### src/rtl/id_ex.sv
// Decode-to-execute pipeline register: main entry M drives execute, skid entry S
// absorbs one extra instruction, and write-back results are forwarded into waiting operands.
module id_ex #(
    parameter logic [31:0] NOP_INS = 32'h00000013,
    parameter int          OH_W    = 5
) (
    input  logic            clk,
    input  logic            rst,
    input  logic            valid_id,
    output logic            ready_id,
    input  logic [31:0]     ins_id,
    input  logic [31:0]     ins_add_id,
    input  logic [31:0]     op1_id,
    input  logic [31:0]     op2_id,
    input  logic [4:0]      rs1_addr_id,
    input  logic [4:0]      rs2_addr_id,
    input  logic            use_rs1_id,
    input  logic            use_rs2_id,
    input  logic [4:0]      rd_addr_id,
    input  logic            rd_wen_id,
    input  logic [OH_W-1:0] oh_id,
    input  logic            flush,
    input  logic            ex_ready,
    input  logic            fwd_wen,
    input  logic [4:0]      fwd_addr,
    input  logic [31:0]     fwd_data,
    output logic            valid_ex,
    output logic [31:0]     ins,
    output logic [31:0]     ins_add2ex,
    output logic [31:0]     op1,
    output logic [31:0]     op2,
    output logic [4:0]      rd_addr2ex,
    output logic            rd_wen,
    output logic [OH_W-1:0] oh
);

    logic            m_valid;
    logic [31:0]     m_ins;
    logic [31:0]     m_add;
    logic [31:0]     m_op1;
    logic [31:0]     m_op2;
    logic [4:0]      m_rd;
    logic            m_wen;
    logic [OH_W-1:0] m_oh;

    logic            s_valid;
    logic [31:0]     s_ins;
    logic [31:0]     s_add;
    logic [31:0]     s_op1;
    logic [31:0]     s_op2;
    logic [4:0]      s_rs1;
    logic [4:0]      s_rs2;
    logic            s_use1;
    logic            s_use2;
    logic [4:0]      s_rd;
    logic            s_wen;
    logic [OH_W-1:0] s_oh;

    logic        fwd_live;
    logic [31:0] in_op1;
    logic [31:0] in_op2;
    logic [31:0] s_op1_f;
    logic [31:0] s_op2_f;
    logic        accept;
    logic        m_free;

    // x0 is never a forwarding target; immediates are protected by the use flags
    assign fwd_live = fwd_wen && (fwd_addr != 5'd0);
    assign in_op1   = (fwd_live && use_rs1_id && rs1_addr_id == fwd_addr) ? fwd_data : op1_id;
    assign in_op2   = (fwd_live && use_rs2_id && rs2_addr_id == fwd_addr) ? fwd_data : op2_id;
    assign s_op1_f  = (fwd_live && s_use1 && s_rs1 == fwd_addr) ? fwd_data : s_op1;
    assign s_op2_f  = (fwd_live && s_use2 && s_rs2 == fwd_addr) ? fwd_data : s_op2;

    assign ready_id = !s_valid;
    assign accept   = valid_id && !s_valid;
    assign m_free   = !m_valid || ex_ready;

    always_ff @(posedge clk) begin
        if (rst || flush) begin
            m_valid <= 1'b0;
            s_valid <= 1'b0;
        end else if (m_free) begin
            if (s_valid) begin
                m_valid <= 1'b1;
                m_ins   <= s_ins;
                m_add   <= s_add;
                m_op1   <= s_op1_f;
                m_op2   <= s_op2_f;
                m_rd    <= s_rd;
                m_wen   <= s_wen;
                m_oh    <= s_oh;
                s_valid <= 1'b0;
            end else begin
                m_valid <= accept;
                if (accept) begin
                    m_ins <= ins_id;
                    m_add <= ins_add_id;
                    m_op1 <= in_op1;
                    m_op2 <= in_op2;
                    m_rd  <= rd_addr_id;
                    m_wen <= rd_wen_id;
                    m_oh  <= oh_id;
                end
            end
        end else if (accept) begin
            s_valid <= 1'b1;
            s_ins   <= ins_id;
            s_add   <= ins_add_id;
            s_op1   <= in_op1;
            s_op2   <= in_op2;
            s_rs1   <= rs1_addr_id;
            s_rs2   <= rs2_addr_id;
            s_use1  <= use_rs1_id;
            s_use2  <= use_rs2_id;
            s_rd    <= rd_addr_id;
            s_wen   <= rd_wen_id;
            s_oh    <= oh_id;
        end else begin
            s_op1 <= s_op1_f;
            s_op2 <= s_op2_f;
        end
    end

    // An empty M presents a harmless bubble so execute needs no extra qualification
    assign valid_ex   = m_valid;
    assign ins        = m_valid ? m_ins : NOP_INS;
    assign ins_add2ex = m_valid ? m_add : 32'd0;
    assign op1        = m_valid ? m_op1 : 32'd0;
    assign op2        = m_valid ? m_op2 : 32'd0;
    assign rd_addr2ex = m_valid ? m_rd : 5'd0;
    assign rd_wen     = m_valid && m_wen;
    assign oh         = m_valid ? m_oh : {OH_W{1'b0}};

endmodule

### config.mk
export PLATFORM = sky130hd
export DESIGN_NAME = id_ex
export DESIGN_NICKNAME = d
export VERILOG_FILES = /design/src/rtl/id_ex.sv
export SDC_FILE = /design/constraint.sdc
export NUM_CORES = 1
export LEC_CHECK = 0
export CORE_MARGIN = 2
export CORE_UTILIZATION = 40
export DETAILED_ROUTE_END_ITERATION = 10
export PLACE_DENSITY = 0.78
export SETUP_SLACK_MARGIN = 0.1
export SYNTH_ARGS = -nofsm -noshare
export SYNTH_HDL_FRONTEND = slang
export SYNTH_SLANG_ARGS = --single-unit
### constraint.sdc
create_clock -name clk -period 25.9 [get_ports clk]
set_input_delay 5.18 -clock clk [delete_from_list [all_inputs] [get_ports clk]]
set_output_delay 5.18 -clock clk [all_outputs]
set_load 0.01 [all_outputs]
Yosys cells after proc, flatten, opt, wreduce, memory -nomap -nowiden. Index checks and enable logic that the tools add are counted. Widths: inputs -> output; s select.

Input port bits: 194. Word-level logic and storage cells: 74. Bits in registers: 292. Output and inout port bits: 141.

Bitwise gates (word level): 2. Multiplexer cells: 27. Equal/unequal tests: 4. Reductions and logical operators: 21.

Operator list (count): $mux 32 (18); $mux 5 (6); $eq 5x5->1 (4); $logic_and 1x1->1 (11); $reduce_and 3->1 (2); $reduce_bool 5->1 (1); $mux 1 (3); $logic_not 1->1 (2); $logic_or 1x1->1 (2); $not 1->1 (2); $reduce_and 2->1 (1); $reduce_bool 2->1 (1); $reduce_or 2->1 (1).

Logic depth before layout (Yosys ltp). Gate-level depths: netlist (run 1).

Depth after elaboration: 7. Mapped depth: 8. Depth with buffers taken out: 5.

Least setup slack after synthesis (run 1). No wires, ideal clock.

Path kind: input to register. Start: in flush. End: reg m_add[0] (enable). Setup time: 0.640 ns. Cell stages on the path: 3. Path buffers: 0. Setup slack: 14.065 ns. Data required time: 25.260 ns. Data arrival time: 11.195 ns. Cells stage by stage: nor2_1 -> o21ai_0 -> nor2_1.

Longest elaborated chain between the ends: 3.

RTL lines: start, declared (line 22) `input logic flush,`; $logic_or 1x1->1 (line 79) `if (rst || flush) begin`; $not 1->1 (no source line); $reduce_and 3->1 (no source line); end signal, assigned (line 97) `m_add <= ins_add_id;`; end, declared (line 39) `logic [31:0] m_add;`.

Every way passes these cells. A chain may end at the register's enable or synchronous reset.

Worst setup path after layout (run 1).
Start: in flush. End: reg m_add[8] (enable).

Same word-level chain as after synthesis.

==> results.py, run 1 <==
metrics = {
    "routing": {
        "drt-vias-per-instance": 5.42,
        "first_pass_iters": 5,
        "num_vias": 9468,
        "drt_iter0_drc": 710,
        "ant_nets": 0,
        "avgRoutedWirePerCell_um": 21.8,
        "drc": 0,
        "drt-total-wl_mm": 38.0,
    },
    "global_routing": {
        "overflow": 0,
        "grt_pass1_vias": 9605,
        "antenna_found_initial": 1,
        "grt_max_degree": 106,
        "track_usage_pct": 20.0,
        "grt_pass1_wl_mm": 56.8,
    },
    "die": {
        "die_x_um": 192,
        "die_h_um": 192,
        "rows": 68,
        "io_pins": 335,
        "start_util_pct": 40.9,
        "die_area_um2": 37000,
        "core_area_um2": 34700,
    },
    "timing": {
        "fmax_ghz": 0.124,
        "setup-tns-final_ns": 0,
        "skew_ns": 0.0158,
        "layout_setup_ws_ns": 17.86,
        "period_share_pct": 31.0,
        "slew_violations": 0,
        "maxSlewHeadroom_pct": 13.9,
        "finalHoldViolCount": 0,
        "rsz0062_at_grt": "no",
        "worst_pin_slew_ns": 1.29,
        "fin_crit_ns": 8.04,
        "setup_viol": 0,
    },
    "critical_path": {
        "startpoint_type": "input pin",
        "end_kind": "register",
        "crit_top_cell": "buf_4",
        "cp.arrival_ns": 8.17,
        "cp_slowest_cell": "buf_4",
        "rrSetupSlack_ns": 22.07,
        "path_cells": "clkdlybuf4s50_1 > nor2_1 > o21ai_0 > nor2_4 > buf_4 > buf_4",
        "crit_fanout": 70,
        "criticalPathCategory": "input pin to register",
        "cp_data_required_time_ns": 26.03,
        "critical_path.top_delay_family": "buffers and inverters",
        "cp_num_buf_inv": 3,
        "slowest_delay_ns": 0.84,
    },
    "power_and_ir_drop": {
        "power_per_cell_area_nw_per_um2": 57.4,
        "irDropWorstVdd_mv": 0.0368,
        "p_leak_nw": 7.33,
    },
    "min_path": {
        "holdCritPathClass": "register to register",
    },
    "run": {
        "cap_violations": 0,
    },
    "cts": {
        "clock_latency_ns": 0.51,
        "clockRootBuffer": "clkbuf_16",
        "numCtsBuffers": 34,
        "clk_path_buf_depth": 3,
        "post_cts_buffers": 0,
        "cts.htree.levels": 2,
        "numClockSinks": 292,
        "holdBufCountCts": 0,
        "tritoncts": "done",
        "clk_pin_slew_ns": 0.06,
        "post_cts_resized": 0,
    },
    "final_layout": {
        "area_delta_synth_final_pct": 33.7,
        "finalNetCount": 1457,
        "drive_above_1_share_pct": 11.8,
    },
    "yosys": {
        "synth_flop_cell": "edfxtp_1",
        "synth.distinct_cells": 33,
        "synth_area_leaders": "edfxtp_1 61%, mux2i_1 14%, and2_1 6.1%",
        "synth_cells": 956,
        "synth_seq_cells": 292,
        "ys_warn_count": 0,
        "syn-num-nets": 1150,
        "synth_largest_area_cell": "edfxtp_1",
        "synth.avg_cell_area_um2": 14.8,
        "synth_top_area_share_pct": 61.4,
        "ys_async_sr_fraction_pct": 0,
        "ys_seq_area_share_pct": 61.7,
        "synth_edf_count": 290,
        "synth.cell_area_um2": 14200,
    },
    "outcome": {
        "status": "finished clean",
    },
    "placement": {
        "hpwlAfterDp_mm": 24.0,
        "dp_slack_ns": 17.36,
        "port_buffers": 334,
        "gp_congestion": 0.769,
    },
}
path summary, 6_finish.rpt:
| path | from | end | cells past startpoint |
|---|---|---|---|
| max reg2reg | valid_ex | m_add[8] | 5 |
| min reg2reg | s_ins[24] | m_ins[24] | 1 |
| min | s_ins[24] | m_ins[24] | 1 |
| max | flush | m_add[8] | 6 |
sequential cells by signal (all words and copies together), names as in the netlist, 5 cells and up:
register  flops
m_op2        32
m_rd          5
s_rd          5
s_op2        32
m_ins        32
s_ins        32
s_rs2         5
s_op1        32
m_add        32
s_rs1         5
m_op1        32
m_oh          5
s_oh          5
s_add        32
per-stage QoR:
step | cell area, µm² | total power, mW | hold slack, ns | std cells | util (%)
after floorplan | 14200 | 0.587 | 0.523 | 956 | -
after global placement | 17900 | 0.645 | 0.527 | 1682 | 51.7
after detailed placement | 17900 | 0.647 | 0.531 | 1682 | 51.7
after CTS | 19000 | 1.10 | 0.539 | 1743 | 54.6
after global routing | 19000 | 1.12 | 0.552 | 1744 | 54.6
final | 19000 | 1.09 | 0.538 | 1746 | 54.6
placed cells by master, fill, tap and decap left out, drive strengths merged, types with 7 or more instances in the layout:
cell | synthesis | layout
and3 | 35 | 35
a221o | 32 | 32
mux2i | 192 | 192
nor2 | 8 | 8
clkinv | 0 | 15
nand2 | 8 | 8
clkbuf | 40 | 42
xor2 | 13 | 13
and2 | 138 | 138
mux2 | 75 | 75
buf | 32 | 9
a21o | 31 | 31
a22o | 31 | 31
xnor2 | 7 | 7
edfxtp | 290 | 290
clkdlybuf4s50 | 0 | 334
cell usage after synthesis, types with 2 or more instances:
cell type	instances
clkbuf_1	40
nand2_1	7
nor2b_1	2
and3_1	35
xor2_1	13
inv_1	2
a221o_1	32
nand2b_1	3
xnor2_1	7
a21o_1	31
buf_4	5
mux2_2	75
nor2_1	8
mux2i_1	192
nor4_2	2
a31oi_1	2
and2_1	138
buf_2	24
dfxtp_1	2
buf_6	3
nand3_2	2
a22o_1	31
edfxtp_1	290
power breakdown:
group          total, mW  leakage (nW)  switching, mW  internal [mW]
clock network      0.450         0.501          0.192          0.258
logic              0.105          4.17         0.0455         0.0592
registers          0.533          2.65        0.00289          0.530
total               1.09          7.33          0.240          0.848
area by class of cell:
type	instances	area (µm²)
Multi-Input combinational cell	590	5180
Antenna cell	3	7.51
Clock inverter	19	128
Inverter	2	10.0
Tap cell	455	569
Sequential cell	292	8760
Clock buffer	42	902
Timing Repair Buffer	343	3410
Fill cell	2854	15700
kinds of logic after synthesis:
kind of cell / Yosys count / synth area share (%)
flops: 292 / 61.7
simple gates: 203 / 8.96
mux: 267 / 19.5
compound gates: 100 / 6.19
buf+inv: 74 / 2.46
xor+xnor: 20 / 1.23
layer usage:
layer | vias to the layer above | share of wire (%) | global-route usage, %
li1 | 4289 | - | -
met5 | - | 0 | 0
met1 | 4778 | 42 | 26.4
met3 | 48 | 7.3 | 3.95
met4 | 0 | 1.7 | 5.46
met2 | 353 | 49 | 33.6
(Power assumes the default switching activity.)
==> run 2: changes to the inputs <==
--- a/config.mk
+++ b/config.mk
@@ -8,7 +8,7 @@
 export CORE_MARGIN = 2
 export CORE_UTILIZATION = 40
 export DETAILED_ROUTE_END_ITERATION = 10
-export PLACE_DENSITY = 0.78
+export PLACE_DENSITY = 0.81
 export SETUP_SLACK_MARGIN = 0.1
 export SYNTH_ARGS = -nofsm -noshare
 export SYNTH_HDL_FRONTEND = slang
==> constraint.sdc (replaced) <==
create_clock -name clk -period 7 [get_ports clk]
set_input_delay 1.4 -clock clk [delete_from_list [all_inputs] [get_ports clk]]
set_output_delay 1.4 -clock clk [all_outputs]
set_load 0.01 [all_outputs]
==> run 2 against run 1 <==
Utilization up 0.16 points. Total power rose to 3.7 times the previous value. Clock skew down 0.0022 ns. Critical path type is now register to output port. Largest cell class unchanged. Sequential power rose to 3.7 times the previous value. First-iteration DRC count down 7.9%. Global-route usage up 0.064 points. Combinational power rose to 3.7 times the previous value. Clock-buffer cell count up 3.
==> results.py, run 2 (same netlist as run 1, synthesis figures left out) <==
metrics = {
    "cts": {
        "clock_latency_ns": 0.52,
        "clk_path_buf_depth": 3,
        "post_cts_buffers": 0,
        "clk_pin_slew_ns": 0.06,
        "holdBufCountCts": 0,
        "post_cts_resized": 0,
        "clockRootBuffer": "clkbuf_16",
        "tritoncts": "done",
        "cts.htree.levels": 2,
        "numCtsBuffers": 35,
        "numClockSinks": 292,
    },
    "critical_path": {
        "critical_path.top_delay_family": "buffers and inverters",
        "cp_slowest_cell": "dfxtp_4",
        "cp_num_buf_inv": 2,
        "cp-startpoint": "valid_ex",
        "crit_fanout": 75,
        "rr_startpoint": "s_valid",
        "path_cells": "buf_4 > and2_1 > clkdlybuf4s50_1",
        "cp.arrival_ns": 2.69,
        "criticalPathCategory": "register to output port",
        "slowest_delay_ns": 0.72,
        "startpoint_type": "register",
        "cp_data_required_time_ns": 5.60,
        "end_kind": "output port",
    },
    "global_routing": {
        "antenna_found_initial": 4,
        "grt_pass1_wl_mm": 56.6,
        "overflow": 0,
        "grt_max_degree": 79,
        "grt_pass1_vias": 9764,
        "track_usage_pct": 20.1,
    },
    "power_and_ir_drop": {
        "power_per_cell_area_nw_per_um2": 212,
        "p_total_mw": 4.02,
        "p_leak_nw": 7.36,
        "irDropWorstVdd_mv": 0.154,
    },
    "timing": {
        "maxSlewHeadroom_pct": 12.4,
        "fin_crit_ns": 4.09,
        "setup_viol": 0,
        "holdWs_ns": 0.546,
        "fmax_ghz": 0.244,
        "worst_pin_slew_ns": 1.31,
        "finalHoldViolCount": 0,
        "slew_violations": 0,
        "layout_setup_ws_ns": 2.91,
        "period_share_pct": 58.5,
        "skew_ns": 0.0136,
        "rsz0062_at_grt": "no",
        "setup-tns-final_ns": 0,
    },
    "die": {
        "core_area_um2": 34700,
        "start_util_pct": 40.9,
        "io_pins": 335,
        "die_h_um": 192,
        "rows": 68,
        "die_x_um": 192,
        "die_area_um2": 37000,
    },
    "placement": {
        "port_buffers": 334,
        "dp_slack_ns": 2.61,
        "dp_cells": 1687,
        "hpwlAfterDp_mm": 24.7,
        "place_area_um2": 18000,
        "gp_congestion": 0.784,
    },
    "run": {
        "cap_violations": 0,
    },
    "routing": {
        "drt-vias-per-instance": 5.47,
        "drt_iter0_drc": 654,
        "ant_nets": 0,
        "first_pass_iters": 5,
        "num_vias": 9586,
        "drc": 0,
        "avgRoutedWirePerCell_um": 21.8,
        "drt-total-wl_mm": 38.1,
    },
    "outcome": {
        "status": "finished clean",
    },
    "final_layout": {
        "drive_above_1_share_pct": 12.1,
        "final_cells": 1753,
        "finalNetCount": 1463,
        "design_area_um2": 19000,
        "layout.cells.most_common_list": "334 x clkdlybuf4s50_1, 290 x edfxtp_1, 192 x mux2i_1, 138 x and2_1, 75 x mux2_2",
        "area_delta_synth_final_pct": 34.1,
        "final_util_pct": 54.8,
        "mostFrequentLayoutCell": "clkdlybuf4s50_1",
    },
    "min_path": {
        "holdCritPathClass": "register to register",
        "min-delay-start": "s_add[12]",
    },
}
## run 2: cell count changes in the layout (fill, tap and decap cells not counted), moves of 2 or more
| cell | delta |
|---|---|
| buf_4 | +5 |
| clkbuf_1 | +3 |
| clkinv_1 | -2 |
| clkinv_2 | -2 |
| clkinv_4 | -2 |
| clkinv_8 | +2 |
## run 2: path summary, 6_finish.rpt
check / slack (ns) / cells past startpoint / to
min reg2reg: 0.55 / 1 / m_add[12]
max reg2reg: 3.86 / 6 / s_op2[13]
max: 2.91 / 3 / op1[30]
min: 0.55 / 1 / m_add[12]
## run 2: area by class of cell
type                    instances  area, µm²
repair buffers                348       3450
clock buffers                  45        913
multi-input cells             590       5180
inverters                       2       10.0
fillers                      2840      15700
well taps                     455        569
clock inverters                17        131
flip-flops and latches        292       8760
diodes                          4       10.0
## run 2: where the power goes
group	leakage [nW]	switching (mW)	total (mW)	internal [mW]
Clock	0.500	0.726	1.66	0.938
Combinational	4.20	0.167	0.386	0.220
Sequential	2.65	0.0128	1.97	1.96
## run 2: per-layer routing
layer	vias to the layer above	routed length [µm]	global-route usage, %
met5	-	0	0
met4	0	1360	8.60
met3	89	3010	4.44
met2	436	18400	33.6
met1	4750	15400	25.0
li1	4311	-	-
==> run 3: changes to the inputs <==
==> constraint.sdc (replaced) <==
create_clock -name clk -period 3.4 [get_ports clk]
set_input_delay 0.68 -clock clk [delete_from_list [all_inputs] [get_ports clk]]
set_output_delay 0.68 -clock clk [all_outputs]
set_load 0.01 [all_outputs]
==> run 3 against run 2 <==
Via count is essentially flat. Setup slack lost 2.4 ns. First-iteration DRC count grew 6.4%. Wire length shrank 0.10%. Worst hold slack gained 0.0028 ns. Global-route usage shrank 0.17 points. Register-to-register slack lost 2.9 ns. Sequential cell count is the same. Critical endpoint is now op2[9]. Highest routed layer is now met5.
==> results.py, run 3 (same netlist as run 1, synthesis figures left out) <==
metrics = {
    "outcome": {
        "status": "finished clean",
    },
    "min_path": {
        "whs_path_depth": 1,
        "min-delay-start": "s_add[6]",
        "min_to": "m_add[6]",
        "holdCritPathClass": "register to register",
    },
    "die": {
        "io_pins": 335,
        "rows": 68,
        "die_area_um2": 37000,
        "die_x_um": 192,
        "start_util_pct": 40.9,
        "die_h_um": 192,
        "core_area_um2": 34700,
    },
    "critical_path": {
        "rr_startpoint": "s_valid",
        "rr_endpoint": "s_op1[31]",
        "cp.arrival_ns": 2.23,
        "slowest_delay_ns": 0.56,
        "rrSetupSlack_ns": 0.93,
        "startpoint_type": "register",
        "cp_slowest_cell": "clkdlybuf4s50_1",
        "end_kind": "output port",
        "path_cells": "buf_4 > and2_1 > clkdlybuf4s50_1",
        "cp_data_required_time_ns": 2.72,
        "crit_fanout": 29,
        "reg2reg_depth": 4,
        "critical_path.top_delay_family": "buffers and inverters",
        "criticalPathCategory": "register to output port",
        "cp_num_buf_inv": 2,
    },
    "power_and_ir_drop": {
        "power_per_cell_area_nw_per_um2": 431,
        "p_seq_share_pct": 49.2,
        "p_leak_nw": 7.43,
        "p_comb_share_pct": 9.9,
        "power_frac_clock_pct": 41.0,
        "p_total_mw": 8.25,
        "switching_share_pct": 21.7,
        "intPower_mw": 6.47,
        "irDropWorstVdd_mv": 0.347,
        "p_switching_mw": 1.79,
    },
    "timing": {
        "maxSlewHeadroom_pct": 37.8,
        "skew_ns": 0.0113,
        "finalHoldViolCount": 0,
        "setup-tns-final_ns": 0,
        "slew_violations": 0,
        "worst_pin_slew_ns": 0.933,
        "fin_crit_ns": 2.91,
        "setup_viol": 0,
        "period_share_pct": 85.7,
        "fmax_ghz": 0.343,
        "rsz0062_at_grt": "no",
    },
    "final_layout": {
        "finalNetCount": 1470,
        "mostFrequentLayoutCell": "clkdlybuf4s50_1",
        "seq_area_um2": 8760,
        "layout.cells.most_common_list": "334 x clkdlybuf4s50_1, 290 x edfxtp_1, 192 x mux2i_1, 138 x and2_1, 75 x mux2_2",
        "area_delta_synth_final_pct": 35.1,
        "drive_above_1_share_pct": 13.0,
        "final_util_pct": 55.2,
        "multi_input_area_um2": 5200,
        "fillCellCount": 2755,
    },
    "cts": {
        "clockRootBuffer": "clkbuf_16",
        "clk_pin_slew_ns": 0.06,
        "numClockSinks": 292,
        "numCtsBuffers": 31,
        "post_cts_resized": 0,
        "post_cts_buffers": 0,
        "clock_latency_ns": 0.57,
        "holdBufCountCts": 0,
        "tritoncts": "done",
        "clk_path_buf_depth": 3,
        "cts.htree.levels": 1,
    },
    "routing": {
        "drt-vias-per-instance": 5.46,
        "avgRoutedWirePerCell_um": 21.7,
        "drt-total-wl_mm": 38.1,
        "num_vias": 9593,
        "first_pass_iters": 5,
        "drc": 0,
        "ant_nets": 0,
        "drt_iter0_drc": 696,
    },
    "global_routing": {
        "grt_max_degree": 88,
        "antenna_found_initial": 5,
        "track_usage_pct": 19.9,
        "overflow": 0,
        "grt_pass1_vias": 9809,
        "grt_pass1_wl_mm": 57.2,
    },
    "placement": {
        "hpwlAfterDp_mm": 25.5,
        "port_buffers": 334,
        "gp_congestion": 0.815,
    },
    "run": {
        "cap_violations": 0,
    },
}
[run 3: cell count changes in the layout (fill, tap and decap cells not counted), sizes merged]
cell      delta
clkbuf      -10
clkinv       +2
bufinv       +4
clkinvlp     -2
buf         +11
[run 3: worst max path at each step]
stage                startpoint       end  slack [ns]  cells after the start
floorplan                 flush  m_add[0]        0.06                      3
global route           valid_ex   op2[12]        0.37                      3
global placement    fwd_addr[0]  s_op1[9]        0.23                      7
detailed placement  fwd_addr[1]  m_op2[1]        0.14                      7
CTS                    valid_ex   op2[12]        0.43                      3
finish                 valid_ex    op2[9]        0.49                      3
[run 3: per-layer routing]
metal | wire, µm | vias to the layer above | GRT usage, %
li1 | - | 4308 | -
met1 | 15400 | 4812 | 25.6
met2 | 18400 | 395 | 33.4
met3 | 3190 | 76 | 4.44
met4 | 1040 | 2 | 6.22
met5 | 13 | - | 0
[run 3: worst reg2reg max path, cell delays in order (launching register included)]
cell and delay, ns:
dfxtp_4 0.46, inv_4 0.50, nand2_1 0.36, o2bb2ai_4 0.42
a221o_1 0.49
[run 3: final cells by class]
cell class | instances | area share, %
Sequential cell | 292 | 45.7
Multi-Input combinational cell | 590 | 27.1
Timing Repair Buffer | 359 | 18.9
Clock buffer | 35 | 4.13
Tap cell | 455 | 2.97
Clock inverter | 21 | 1.10
Inverter | 2 | 0.0522
Antenna cell | 4 | 0.0522
[run 3: through the flow]
step	hold WS [ns]	cells	setup WS, ns	instance area (µm²)
2_1_floorplan	0.523	956	0.0625	14200
3_3_place_gp	0.528	1698	0.229	18100
3_5_place_dp	0.535	1698	0.136	18100
4_1_cts	0.550	1754	0.428	19200
5_1_grt	0.560	1755	0.375	19200
6_report	0.548	1758	0.487	19200
[run 3: power groups by stage]
stage / Clock [mW] / Sequential, mW / Combinational [mW]
2_1_floorplan: 0 / 4.13 / 0.341
3_5_place_dp: 0 / 4.13 / 0.813
5_1_grt: 3.57 / 4.06 / 0.874
3_3_place_gp: 0 / 4.13 / 0.790
4_1_cts: 3.45 / 4.06 / 0.820
6_report: 3.38 / 4.06 / 0.815
